<file path="src/rtl/axil_reg_bank.sv">
// AXI4-Lite slave register bank: NUM_REGS x DATA_WIDTH registers, byte strobes, DECERR decode.
// Define AXIL_REG_BANK_ALIGN_CHECK_EN to answer misaligned in-range accesses with SLVERR.
module axil_reg_bank #(
    parameter int                    ADDR_WIDTH  = 12,
    parameter int                    DATA_WIDTH  = 32,
    parameter int                    NUM_REGS    = 16,
    parameter logic [DATA_WIDTH-1:0] RESET_VALUE = '0
) (
    input  logic                           ACLK,
    input  logic                           ARESET,
    input  logic                           AWVALID,
    output logic                           AWREADY,
    input  logic [ADDR_WIDTH-1:0]          AWADDR,
    input  logic                           WVALID,
    output logic                           WREADY,
    input  logic [DATA_WIDTH-1:0]          WDATA,
    input  logic [DATA_WIDTH/8-1:0]        WSTRB,
    output logic                           BVALID,
    input  logic                           BREADY,
    output logic [1:0]                     BRESP,
    input  logic                           ARVALID,
    output logic                           ARREADY,
    input  logic [ADDR_WIDTH-1:0]          ARADDR,
    output logic                           RVALID,
    input  logic                           RREADY,
    output logic [DATA_WIDTH-1:0]          RDATA,
    output logic [1:0]                     RRESP,
    output logic [NUM_REGS*DATA_WIDTH-1:0] reg_q,
    output logic [NUM_REGS-1:0]            reg_wr_pulse
);

    localparam int BYTES    = DATA_WIDTH / 8;
    localparam int ADDR_LSB = $clog2(BYTES);
    localparam int IDX_W    = (NUM_REGS > 1) ? $clog2(NUM_REGS) : 1;
    localparam logic [ADDR_WIDTH:0] SPAN = (ADDR_WIDTH+1)'(NUM_REGS * BYTES);

    localparam logic [1:0] RESP_OKAY   = 2'b00;
    localparam logic [1:0] RESP_SLVERR = 2'b10;
    localparam logic [1:0] RESP_DECERR = 2'b11;

    typedef enum logic [1:0] {IDLE, HAVE_AW, HAVE_W, RESP} wstate_t;

    function automatic logic [1:0] decode_resp(input logic [ADDR_WIDTH-1:0] a);
        if ({1'b0, a} >= SPAN) return RESP_DECERR;
`ifdef AXIL_REG_BANK_ALIGN_CHECK_EN
        if (a[ADDR_LSB-1:0] != '0) return RESP_SLVERR;
`endif
        return RESP_OKAY;
    endfunction

    logic                                 live;
    wstate_t                              wstate, wstate_nxt;
    logic                                 aw_fire, w_fire, wr_commit, wr_en;
    logic [ADDR_WIDTH-1:0]                aw_addr_q, wr_addr;
    logic [DATA_WIDTH-1:0]                w_data_q, wr_data;
    logic [BYTES-1:0]                     w_strb_q, wr_strb;
    logic [1:0]                           wr_resp, rd_resp;
    logic [IDX_W-1:0]                     wr_idx, rd_idx;
    logic [NUM_REGS-1:0]                  wr_hit;
    logic [NUM_REGS-1:0][DATA_WIDTH-1:0]  regs;

    assign reg_q  = regs;
    assign BVALID = (wstate == RESP);

    // Write channel handshakes and next state
    always_comb begin
        wstate_nxt = wstate;
        wr_commit  = 1'b0;
        AWREADY    = live && (wstate == IDLE || wstate == HAVE_W);
        WREADY     = live && (wstate == IDLE || wstate == HAVE_AW);
        aw_fire    = AWVALID && AWREADY;
        w_fire     = WVALID && WREADY;
        case (wstate)
            IDLE: begin
                if (aw_fire && w_fire) begin
                    wstate_nxt = RESP;
                    wr_commit  = 1'b1;
                end else if (aw_fire) begin
                    wstate_nxt = HAVE_AW;
                end else if (w_fire) begin
                    wstate_nxt = HAVE_W;
                end
            end
            HAVE_AW: if (w_fire) begin
                wstate_nxt = RESP;
                wr_commit  = 1'b1;
            end
            HAVE_W: if (aw_fire) begin
                wstate_nxt = RESP;
                wr_commit  = 1'b1;
            end
            RESP:    if (BREADY) wstate_nxt = IDLE;
            default: wstate_nxt = IDLE;
        endcase
    end

    // Commit uses whichever half arrives on the committing edge, the other from capture
    always_comb begin
        wr_addr = (wstate == HAVE_AW) ? aw_addr_q : AWADDR;
        wr_data = (wstate == HAVE_W)  ? w_data_q  : WDATA;
        wr_strb = (wstate == HAVE_W)  ? w_strb_q  : WSTRB;
        wr_resp = decode_resp(wr_addr);
        wr_idx  = wr_addr[ADDR_LSB +: IDX_W];
        wr_en   = wr_commit && (wr_resp == RESP_OKAY) && (|wr_strb);
        wr_hit  = '0;
        for (int i = 0; i < NUM_REGS; i++)
            wr_hit[i] = wr_en && (wr_idx == IDX_W'(i));
    end

    always_ff @(posedge ACLK or posedge ARESET) begin
        if (ARESET) begin
            live         <= 1'b0;
            wstate       <= IDLE;
            aw_addr_q    <= '0;
            w_data_q     <= '0;
            w_strb_q     <= '0;
            BRESP        <= RESP_OKAY;
            reg_wr_pulse <= '0;
        end else begin
            live         <= 1'b1;
            wstate       <= wstate_nxt;
            reg_wr_pulse <= wr_hit;
            if (aw_fire) aw_addr_q <= AWADDR;
            if (w_fire) begin
                w_data_q <= WDATA;
                w_strb_q <= WSTRB;
            end
            if (wr_commit) BRESP <= wr_resp;
        end
    end

    always_ff @(posedge ACLK or posedge ARESET) begin
        if (ARESET) begin
            for (int i = 0; i < NUM_REGS; i++) regs[i] <= RESET_VALUE;
        end else begin
            for (int i = 0; i < NUM_REGS; i++)
                if (wr_hit[i])
                    for (int b = 0; b < BYTES; b++)
                        if (wr_strb[b]) regs[i][b*8 +: 8] <= wr_data[b*8 +: 8];
        end
    end

    // Read path; RDATA samples pre-edge register state, so a same-edge write returns old data
    always_comb begin
        ARREADY = live && !RVALID;
        rd_resp = decode_resp(ARADDR);
        rd_idx  = ARADDR[ADDR_LSB +: IDX_W];
    end

    always_ff @(posedge ACLK or posedge ARESET) begin
        if (ARESET) begin
            RVALID <= 1'b0;
            RDATA  <= '0;
            RRESP  <= RESP_OKAY;
        end else if (ARVALID && ARREADY) begin
            RVALID <= 1'b1;
            RRESP  <= rd_resp;
            RDATA  <= (rd_resp == RESP_OKAY) ? regs[rd_idx] : '0;
        end else if (RREADY) begin
            RVALID <= 1'b0;
        end
    end

endmodule

</file>
<file path="config.mk">
export PLATFORM = sky130hd
export DESIGN_NAME = axil_reg_bank
export DESIGN_NICKNAME = d
export VERILOG_FILES = /design/src/rtl/axil_reg_bank.sv
export SDC_FILE = /design/constraint.sdc
export NUM_CORES = 1
export LEC_CHECK = 0
export CAP_MARGIN = 20
export CORE_UTILIZATION = 40
export CTS_BUF_LIST = sky130_fd_sc_hd__clkbuf_16
export DETAILED_ROUTE_END_ITERATION = 10
export HOLD_SLACK_MARGIN = 0.1
export PLACE_DENSITY_LB_ADDON = 0.3
export SLEW_MARGIN = 20
export SYNTH_ARGS = -nofsm -noshare
export SYNTH_HDL_FRONTEND = slang
export SYNTH_SLANG_ARGS = --single-unit
</file>
<file path="constraint.sdc">
create_clock -name ACLK -period 30.8 [get_ports ACLK]
set_clock_uncertainty 0.2 [all_clocks]
set_input_delay 3.08 -clock ACLK [delete_from_list [all_inputs] [get_ports ACLK]]
set_output_delay 3.08 -clock ACLK [all_outputs]
set_load 0.01 [all_outputs]
</file>
==> flow_metrics.tcl, run 1 <==
set metrics [dict create \
    drt-pass1-iter-count 6 \
    ir_drop_mv 0.0510 \
    io_pins 636 \
    synthCells 2459 \
    via_per_inst 6.18 \
    dr_total_vias 23901 \
    setup_tns_ns 0 \
    drv_slew 0 \
    worstMarginPinSlew_ns 1.13 \
    netlist_top_cells_area "dfrtp_1 56%, mux4_2 10%, o21ai_0 9.4%, o21ai_1 9.3%, clkbuf_1 2.6%" \
    hold_path.startpoint "aw_addr_q[10]" \
    avgSynthCellArea_um2 11.2 \
    cts_tree "done" \
    drive_gt1_share_pct 11.9 \
    port_buffers 631 \
    coreArea_mm2 0.0676 \
    syn_nets 2530 \
    r2r_slack_ns 25.56 \
    end_kind "flop" \
    syn_to_final_growth_pct 33.3 \
    worstPathMaxFanout 73 \
    p_per_area_mw_per_mm2 58.5 \
    async_flop_share_pct 100 \
    status "finished, final reports clean" \
    reg2reg_to "reg_q[103]" \
    grt_max_degree 180 \
    path_class "in2reg" \
    pwr-share-clk_pct 40.0 \
    grt_first_pass_wirelength_mm 158 \
    min_to "aw_addr_q[10]" \
    yosys_register_bits 612 \
    yosys.area.top_type "dfrtp_1" \
    ys.flop_type "dfrtp_1" \
    path_common_cell "buf_4" \
    dp_hpwl_mm 70.0 \
    cts_made_buffers 68 \
    fin_crit_sh_pct 21.1 \
    holdPathStages 2 \
    dieWidth_um 264 \
    p_switching_w 0.000668 \
    cts_htree_levels 3 \
    use_met2_pct 47.8 \
    relSlewSlack_pct 23.0 \
    path_cells "clkdlybuf4s50_1, o211ai_2, a22oi_1, o2111ai_4, buf_4, buf_4, or2_0, o21ai_1" \
    crit_slowest_cell "or2_0" \
    num_rows 95 \
    maxCapViolCount 0 \
    setup_violations 0 \
    fin_nets 3008 \
    fmax_mhz 154 \
    reg2reg_depth 10 \
    die_h_um 264 \
    cts.hold.buffers_added 0 \
    hold_viol_final 0 \
    yosys_warnings 0 \
    place.gp.congestion 0.897 \
    grtUsageMet3_pct 6.88 \
    worstPathArrival_ns 6.74 \
    yosysMostFrequentCell "dfrtp_1" \
    r2r_start "wstate[0]" \
    drt_iter0_markers 2883 \
    cts-root-buf "clkbuf_16" \
    synth_commonest_cells "612 x dfrtp_1, 515 x o21ai_0, 513 x o21ai_1, 194 x clkbuf_1, 128 x mux4_2" \
    grt.busiest_layer "met2" \
    wire_per_inst_um 27.2 \
    critical_path.top_delay_family "buffers and inverters" \
    clk_path_buf_depth 3 \
    synth_top_area_share_pct 55.6 \
    start_kind "input port" \
    grt-ovfl-total 0 \
    cp_slowest_stage_delay_ns 0.80 \
    path_buf_inv 3 \
    synth_edf_count 0 \
    drtAntennaViolNets 0 \
    start_util_pct 40.7 \
    routed_wl_mm 105 \
    seqPwrFrac_pct 40.4 \
    die_area_mm2 0.0699 \
    drc 0 \
    cts_sinks 612 \
    comb_power_share_pct 19.6 \
    postCtsSetupBuffers 0 \
    synth_area_mm2 0.0275 \
    rsz0062_at_grt "no" \
    p_int_w 0.00148 \
    clkTransAtPathRegs_ns 0.06 \
    hold_path.class "reg2reg" \
    p_leak_nw 15.1 \
    cts_resized 0 \
    required_ns 31.03 \
    antenna_found_initial 4 \
    yosysUniqueCellTypes 54 \
    yosysSeqAreaShare_pct 55.6 \
    grt_pass1_vias 23900 \
    p_sw_share_pct 31.1 \
    hold_ws_ns 0.292 \
    met1_usage_pct 38.0 \
    min_period_ns 6.51 \
    grt_use_total_pct 29.8 \
    clk_latency_ns 0.60 \
]
-- cell type report --
type / count / area [µm²]
antenna: 4 / 10.0
clock buffer: 70 / 1750
clock inverter: 53 / 587
fill: 5665 / 30900
inverter: 5 / 26.3
multi-input combinational: 1568 / 11100
sequential: 612 / 15300
tap: 873 / 1090
timing repair buffer: 682 / 6780
-- through the flow --
| stage | instances | cell area, µm² | total power [W] | util (%) | setup slack [ns] |
|---|---|---|---|---|---|
| 5_1_grt | 3867 | 36700 | 0.00222 | 54.3 | 24.14 |
| 3_3_place_gp | 3737 | 34200 | 0.00128 | 50.6 | 23.88 |
| 2_1_floorplan | 2459 | 27500 | 0.00113 | - | 10.38 |
| 4_1_cts | 3860 | 36600 | 0.00215 | 54.1 | 24.42 |
| 6_report | 3867 | 36700 | 0.00215 | 54.3 | 24.29 |
| 3_5_place_dp | 3737 | 34300 | 0.00129 | 50.6 | 23.79 |
-- worst max path at each step --
| stage | from | endpoint | slack, ns | depth (start not counted) |
|---|---|---|---|---|
| 3_3_place_gp | AWADDR[11] | reg_q[103] | 23.88 | 8 |
| 4_1_cts | AWVALID | reg_q[103] | 24.42 | 8 |
| 3_5_place_dp | AWVALID | reg_q[103] | 23.79 | 8 |
| 5_1_grt | AWVALID | reg_q[99] | 24.14 | 8 |
| 6_report | AWVALID | reg_q[103] | 24.29 | 8 |
| 2_1_floorplan | ARESET | BRESP[0] | 10.38 | 1 |
-- state kept, by name, indices dropped and copies added (netlist names) --
name / count
live: 1
RDATA: 32
w_data_q: 32
RVALID: 1
wstate: 2
reg_wr_pulse: 16
w_strb_q: 4
aw_addr_q: 10
reg_q: 512
BRESP: 1
RRESP: 1
-- per-layer routing --
metal / vias up / wire [µm]
met1: 12212 / 39600
met3: 276 / 9650
met5: - / 0
met4: 0 / 5490
li1: 10002 / -
met2: 1411 / 50500
-- logic make-up (layout without fill, tap and decap cells) --
logic type                 count (synthesis)  after routing  share of synthesized area, %
and+or+nand+nor                          205            205                          3.79
other                                      1              5                        0.0136
buffers and inverters                    279            810                          4.36
DFF                                      612            612                          55.6
muxes                                    202            202                          13.4
AOI/OAI and AO/OA                       1156           1156                          22.7
adders and majority gates                  4              4                         0.182
-- power groups by stage --
| stage | Combinational (W) | Sequential [W] | Clock [W] |
|---|---|---|---|
| global route | 0.000446 | 0.000872 | 0.000901 |
| global placement | 0.000398 | 0.000878 | 0 |
| finish | 0.000420 | 0.000868 | 0.000858 |
| CTS | 0.000411 | 0.000867 | 0.000870 |
| detailed placement | 0.000410 | 0.000882 | 0 |
| floorplan | 0.000253 | 0.000876 | 0 |
-- placed cells by master, fill, tap and decap left out, types with 3 or more instances in the layout --
master           synthesis  layout
nand2_2                  0       7
mux2i_2                  0       8
ha_1                     4       3
clkbuf_16                0      70
clkinv_2                 0       8
nand3_1                  4       4
nand2_1                 87      80
clkinv_8                 0       3
nand3b_1                 3       3
clkdlybuf4s50_1          0     629
nand2b_1                 3       3
or2_0                   23      23
nor2_1                  23      22
bufinv_16                0      12
dfrtp_1                612     612
a22o_1                  33      33
clkinv_1                 0      12
or2_1                   41      41
buf_4                    4      46
a22oi_1                 66      66
inv_1                    5      17
o21ai_1                513     513
o2111ai_4                2       4
o21ai_0                515     515
a21oi_1                  4       4
diode_2                  0       4
nor2b_1                  6       4
mux4_2                 128     128
mux2i_1                 33      24
mux2_2                  41      41
-- worst reg2reg max path, cell delays in order (launching register included) --
cell       delay [ns]
dfrtp_1          0.40
inv_1            0.11
ha_4             0.31
buf_4            0.45
o211ai_2         0.69
a22oi_1          0.28
o2111ai_4        0.15
buf_4            0.60
buf_4            0.87
or2_0            0.87
o21ai_1          0.16
Note: power is estimated with default switching activity, not from simulation.
==> inputs of run 2 (changes only) <==
- clock period: 30.8 -> 6.2 ns (I/O delays scaled with it)
==> run 2 against run 1 <==
Compared with the run above:
- sequential power rose to 5.0 times the previous value
- worst hold slack got worse by 0.011 ns
- critical path depth did not move
- sequential share of layout area rose by 0.11 points
- combinational power rose to 5.1 times the previous value
- clock power rose to 4.6 times the previous value
- critical path type is now reg2reg
==> flow_metrics.tcl, run 2 (same netlist as run 1, synthesis figures left out) <==
set metrics [dict create \
    status "finished, final reports clean" \
    n_fill_cell 5641 \
    cts_tree "done" \
    cts-root-buf "clkbuf_16" \
    p_per_area_mw_per_mm2 284 \
    maxCapViolCount 0 \
    grt_first_pass_wirelength_mm 158 \
    cts_resized 0 \
    clk_path_buf_depth 3 \
    dp_hpwl_mm 71.2 \
    die_h_um 264 \
    reg2reg_to "reg_q[279]" \
    path_cells "inv_1, ha_1, nor3_2, and2_1, o2111ai_4, buf_4, or2_0, o21ai_1" \
    r2r_slack_ns 1.90 \
    cts.hold.buffers_added 0 \
    relSlewSlack_pct 23.7 \
    postCtsSetupBuffers 0 \
    dieWidth_um 264 \
    hold_path.class "in2async" \
    p_int_w 0.00706 \
    instances_no_fill 3878 \
    post_dp_cell_area_mm2 0.0344 \
    place.gp.congestion 0.930 \
    required_ns 6.43 \
    grt_max_degree 164 \
    clk_latency_ns 0.61 \
    antenna_found_initial 3 \
    p_switching_w 0.00332 \
    worstPathMaxFanout 57 \
    hold_viol_final 0 \
    start_kind "flop" \
    cp_slowest_stage_delay_ns 0.74 \
    worstPathArrival_ns 4.53 \
    final_area_mm2 0.0366 \
    grt_use_total_pct 30.0 \
    ir_drop_mv 0.232 \
    pwr-share-clk_pct 37.9 \
    grt_pass1_vias 23661 \
    drive_gt1_share_pct 11.9 \
    drtAntennaViolNets 0 \
    comb_power_share_pct 20.6 \
    wire_per_inst_um 27.4 \
    cts_sinks 612 \
    grt-ovfl-total 0 \
    dr_total_vias 24098 \
    coreArea_mm2 0.0676 \
    num_rows 95 \
    p_leak_nw 15.1 \
    fin_crit_sh_pct 69.3 \
    total_power_w 0.0104 \
    critical_path.top_delay_family "simple AND/OR/NAND/NOR gates" \
    dp_slack_ns 2.08 \
    place_inst 3753 \
    drt_iter0_markers 2895 \
    drc 0 \
    path_buf_inv 2 \
    syn_to_final_growth_pct 33.0 \
    mostFrequentLayoutCells "629 x clkdlybuf4s50_1, 612 x dfrtp_1, 515 x o21ai_0" \
    min_period_ns 4.30 \
    io_pins 636 \
    crit_slowest_cell "ha_1" \
    largest_reg_flops 512 \
    fmax_mhz 233 \
    fin_ws_ns 1.90 \
    path_class "reg2reg" \
    start_util_pct 40.7 \
    seqPwrFrac_pct 41.6 \
    cts_made_buffers 68 \
    reg2reg_depth 8 \
    fin_nets 3023 \
    rsz0062_at_grt "no" \
    p_sw_share_pct 32.0 \
    routed_wl_mm 106 \
    r2r_start "wstate[1]" \
    die_area_mm2 0.0699 \
    drt-pass1-iter-count 6 \
    drv_slew 0 \
    worstMarginPinSlew_ns 1.14 \
    layout_commonest_cell "clkdlybuf4s50_1" \
    end_kind "flop" \
    cts_htree_levels 3 \
    port_buffers 631 \
    setup_violations 0 \
    clkTransAtPathRegs_ns 0.06 \
    via_per_inst 6.21 \
]
## run 2: cell types whose count changed in the layout (fill, tap and decap cells not counted), sizes merged
cell,previous run,this run
inv,21,17
clkinv,23,30
clkinvlp,2,4
diode,4,1
bufinv,12,4
buf,52,67
clkbuf,71,73
## run 2: how the worst max path moves through the flow
stage,cells after the start,to,start
after floorplan,1,BRESP[0],ARESET
after detailed placement,8,reg_q[279],wstate[1]
final,8,reg_q[279],wstate[1]
after global placement,7,reg_q[399],wstate[0]
after global routing,8,reg_q[279],wstate[1]
after CTS,8,reg_q[279],wstate[1]
## run 2: metal layers
metal	up-vias	global-route usage, %	wire (µm)
li1	10042	-	-
met1	12315	38.5	39600
met2	1484	49.0	51900
met3	257	6.84	10200
met4	0	12.2	4440
met5	-	0	0
## run 2: cell type report
class | count | area, µm² | area share [%]
clock buffers | 72 | 1800 | 4.92
flip-flops and latches | 612 | 15300 | 41.8
multi-input cells | 1568 | 11100 | 30.3
repair buffers | 697 | 6910 | 18.9
clock inverters | 50 | 353 | 0.964
diodes | 1 | 2.50 | 0.00684
inverters | 5 | 22.5 | 0.0615
well taps | 873 | 1090 | 2.98
## run 2: metrics by stage
stage / hold WS, ns / util [%] / setup TNS, ns
2_1_floorplan: 0.246 / - / -1818.30
3_3_place_gp: 0.269 / 50.9 / 0
3_5_place_dp: 0.264 / 50.9 / 0
4_1_cts: 0.279 / 54.1 / 0
5_1_grt: 0.311 / 54.1 / 0
6_report: 0.281 / 54.1 / 0
## run 2: power groups by stage
stage / sequential [W] / combinational, W / clock [W]
6_report: 0.00431 / 0.00213 / 0.00393
5_1_grt: 0.00434 / 0.00225 / 0.00414
4_1_cts: 0.00431 / 0.00210 / 0.00398
3_5_place_dp: 0.00438 / 0.00209 / 0
3_3_place_gp: 0.00436 / 0.00203 / 0
2_1_floorplan: 0.00435 / 0.00126 / 0
## run 2: worst register-to-register path: cells and delay by family (launching register included)
kind,cells,cell delay (ns)
adder cells (fa/ha/maj),1,0.74
AND/OR/NAND/NOR,3,1.24
AO/OA/AOI/OAI,2,0.79
buffers and inverters,2,0.72
flip-flops,1,0.44
==> inputs of run 3 (changes only) <==
- clock period: 6.2 -> 4.4 ns (I/O delays scaled with it)
==> run 3 against run 2 <==
Compared with the run above:
- register-to-register slack lost 1.1 ns
- cell count grew 0.59%
- maximum frequency grew 20%
- power grew 39%
- routed wire length is essentially flat
- cell area grew 0.45%
- critical path depth grew 1
- clock power grew 33%
- sequential share of layout area shrank 0.19 points
- sequential cell count is the same
- combinational power grew 44%
- first-iteration DRC count grew 1.4%
- critical path type unchanged
- highest routed layer unchanged
==> flow_metrics.tcl, run 3 (same netlist as run 1, synthesis figures left out) <==
set metrics [dict create \
    die_h_um 264 \
    relSlewSlack_pct 22.6 \
    coreArea_mm2 0.0676 \
    wl_met3_mm 10.3 \
    n_fill_cell 5585 \
    r2r_start "wstate[1]" \
    io_pins 636 \
    drt_iter0_markers 2936 \
    rsz0062_at_grt "no" \
    start_util_pct 40.7 \
    cts_sinks 612 \
    worstMarginPinSlew_ns 1.14 \
    grt_use_total_pct 29.9 \
    layout_commonest_cell "clkdlybuf4s50_1" \
    place.gp.congestion 0.931 \
    required_ns 4.71 \
    cts_tree "done" \
    path_common_cell "inv_1" \
    drtAntennaViolNets 0 \
    grt_max_degree 129 \
    dp_hpwl_mm 73.3 \
    dr_total_vias 24228 \
    via_per_inst 6.21 \
    reg2reg_depth 9 \
    grt-ovfl-total 0 \
    cts_resized 0 \
    wire_per_inst_um 27.2 \
    fin_util_pct 54.4 \
    drc 0 \
    routed_wl_mm 106 \
    end_kind "flop" \
    drive_gt1_share_pct 12.7 \
    clkTransAtPathRegs_ns 0.06 \
    hold_path.class "in2async" \
    postCtsSetupBuffers 0 \
    worstPathMaxFanout 77 \
    dp_slack_ns 0.794 \
    crit_slowest_cell "o2111ai_4" \
    p_per_area_mw_per_mm2 391 \
    m1WireLength_mm 39.6 \
    path_cells "inv_1, ha_1, buf_4, inv_1, a22oi_1, o2111ai_4, buf_12, or2_1, o21ai_1" \
    fin_ws_ns 0.805 \
    antenna_found_initial 2 \
    cts_made_buffers 67 \
    dieWidth_um 264 \
    path_class "reg2reg" \
    setup_violations 0 \
    syn_to_final_growth_pct 33.6 \
    maxCapViolCount 0 \
    p_leak_nw 15.2 \
    ir_drop_mv 0.309 \
    port_buffers 631 \
    drt-pass1-iter-count 7 \
    start_kind "flop" \
    grt_pass1_vias 24157 \
    clk_latency_ns 0.61 \
    r2r_slack_ns 0.80 \
    final_area_mm2 0.0368 \
    min_period_ns 3.60 \
    cts-root-buf "clkbuf_16" \
    die_area_mm2 0.0699 \
    status "finished, final reports clean" \
    clk_path_buf_depth 3 \
    crit_path_end "reg_q[127]" \
    cp_slowest_stage_delay_ns 0.51 \
    largest_reg_flops 512 \
    cts_htree_levels 3 \
    fmax_mhz 278 \
    fin_nets 3054 \
    worstPathArrival_ns 3.91 \
    drv_slew 0 \
    fin_crit_sh_pct 81.7 \
    top_layer_used "met4" \
    num_rows 95 \
    wl_met2_mm 51.8 \
    hold_viol_final 0 \
    mostFrequentLayoutCells "629 x clkdlybuf4s50_1, 612 x dfrtp_1, 515 x o21ai_0" \
    grt_first_pass_wirelength_mm 158 \
    post_dp_cell_area_mm2 0.0348 \
    critPathLaunch "wstate[1]" \
    reg2reg_to "reg_q[127]" \
    cts.hold.buffers_added 0 \
]
-- run 3: changes by cell type in the layout (fill, tap and decap cells not counted), moves of 3 or more --
cell	delta
clkbuf_16	-4
nand2_2	-3
buf_12	+7
inv_1	-3
buf_4	+27
nand2_1	+3
mux2i_1	-3
-- run 3: power breakdown --
group	switching [W]	internal (W)	total [W]
clock network	0.00232	0.00292	0.00524
logic	0.00214	0.000914	0.00306
registers	0.000195	0.00589	0.00609
total	0.00466	0.00973	0.0144
-- run 3: layout make-up --
class	count	area, µm²	area share [%]
multi-input combinational	1568	11100	30.2
clock inverter	45	292	0.793
tap	873	1090	2.97
timing repair buffer	729	7220	19.6
antenna	1	2.50	0.00681
clock buffer	68	1700	4.63
sequential	612	15300	41.7
inverter	5	22.5	0.0613
-- run 3: worst min-delay path by stage --
stage	from	end	slack (ns)	cells after the start
after floorplan	aw_addr_q[11]	aw_addr_q[11]	0.25	2
after global placement	aw_addr_q[11]	aw_addr_q[11]	0.27	2
after detailed placement	aw_addr_q[11]	aw_addr_q[11]	0.26	2
after CTS	ARESET	reg_q[61]	0.19	2
after global routing	RREADY	RVALID	0.20	2
final	ARESET	reg_q[125]	0.21	2
-- run 3: metal layers --
layer,track usage (%),up-vias
met5,0,-
met4,12.3,0
met3,6.72,277
met2,49.3,1581
met1,38.2,12272
li1,-,10098
-- run 3: stage by stage --
| step | TNS, ns | hold WS (ns) | cells | total power (W) |
|---|---|---|---|---|
| global route | 0 | 0.197 | 3901 | 0.0149 |
| finish | 0 | 0.209 | 3901 | 0.0144 |
| CTS | 0 | 0.190 | 3900 | 0.0144 |
| detailed placement | 0 | 0.263 | 3787 | 0.00917 |
| floorplan | -2809.74 | 0.246 | 2459 | 0.00790 |
| global placement | 0 | 0.268 | 3787 | 0.00908 |
-- run 3: worst max-delay path, delay by kind of cell (launching register included) --
family | cells | cell delay, ns
DFF | 1 | 0.43
adders and majority gates | 1 | 0.35
AOI/OAI and AO/OA | 3 | 1.00
and+or+nand+nor | 1 | 0.46
buffers and inverters | 4 | 0.93
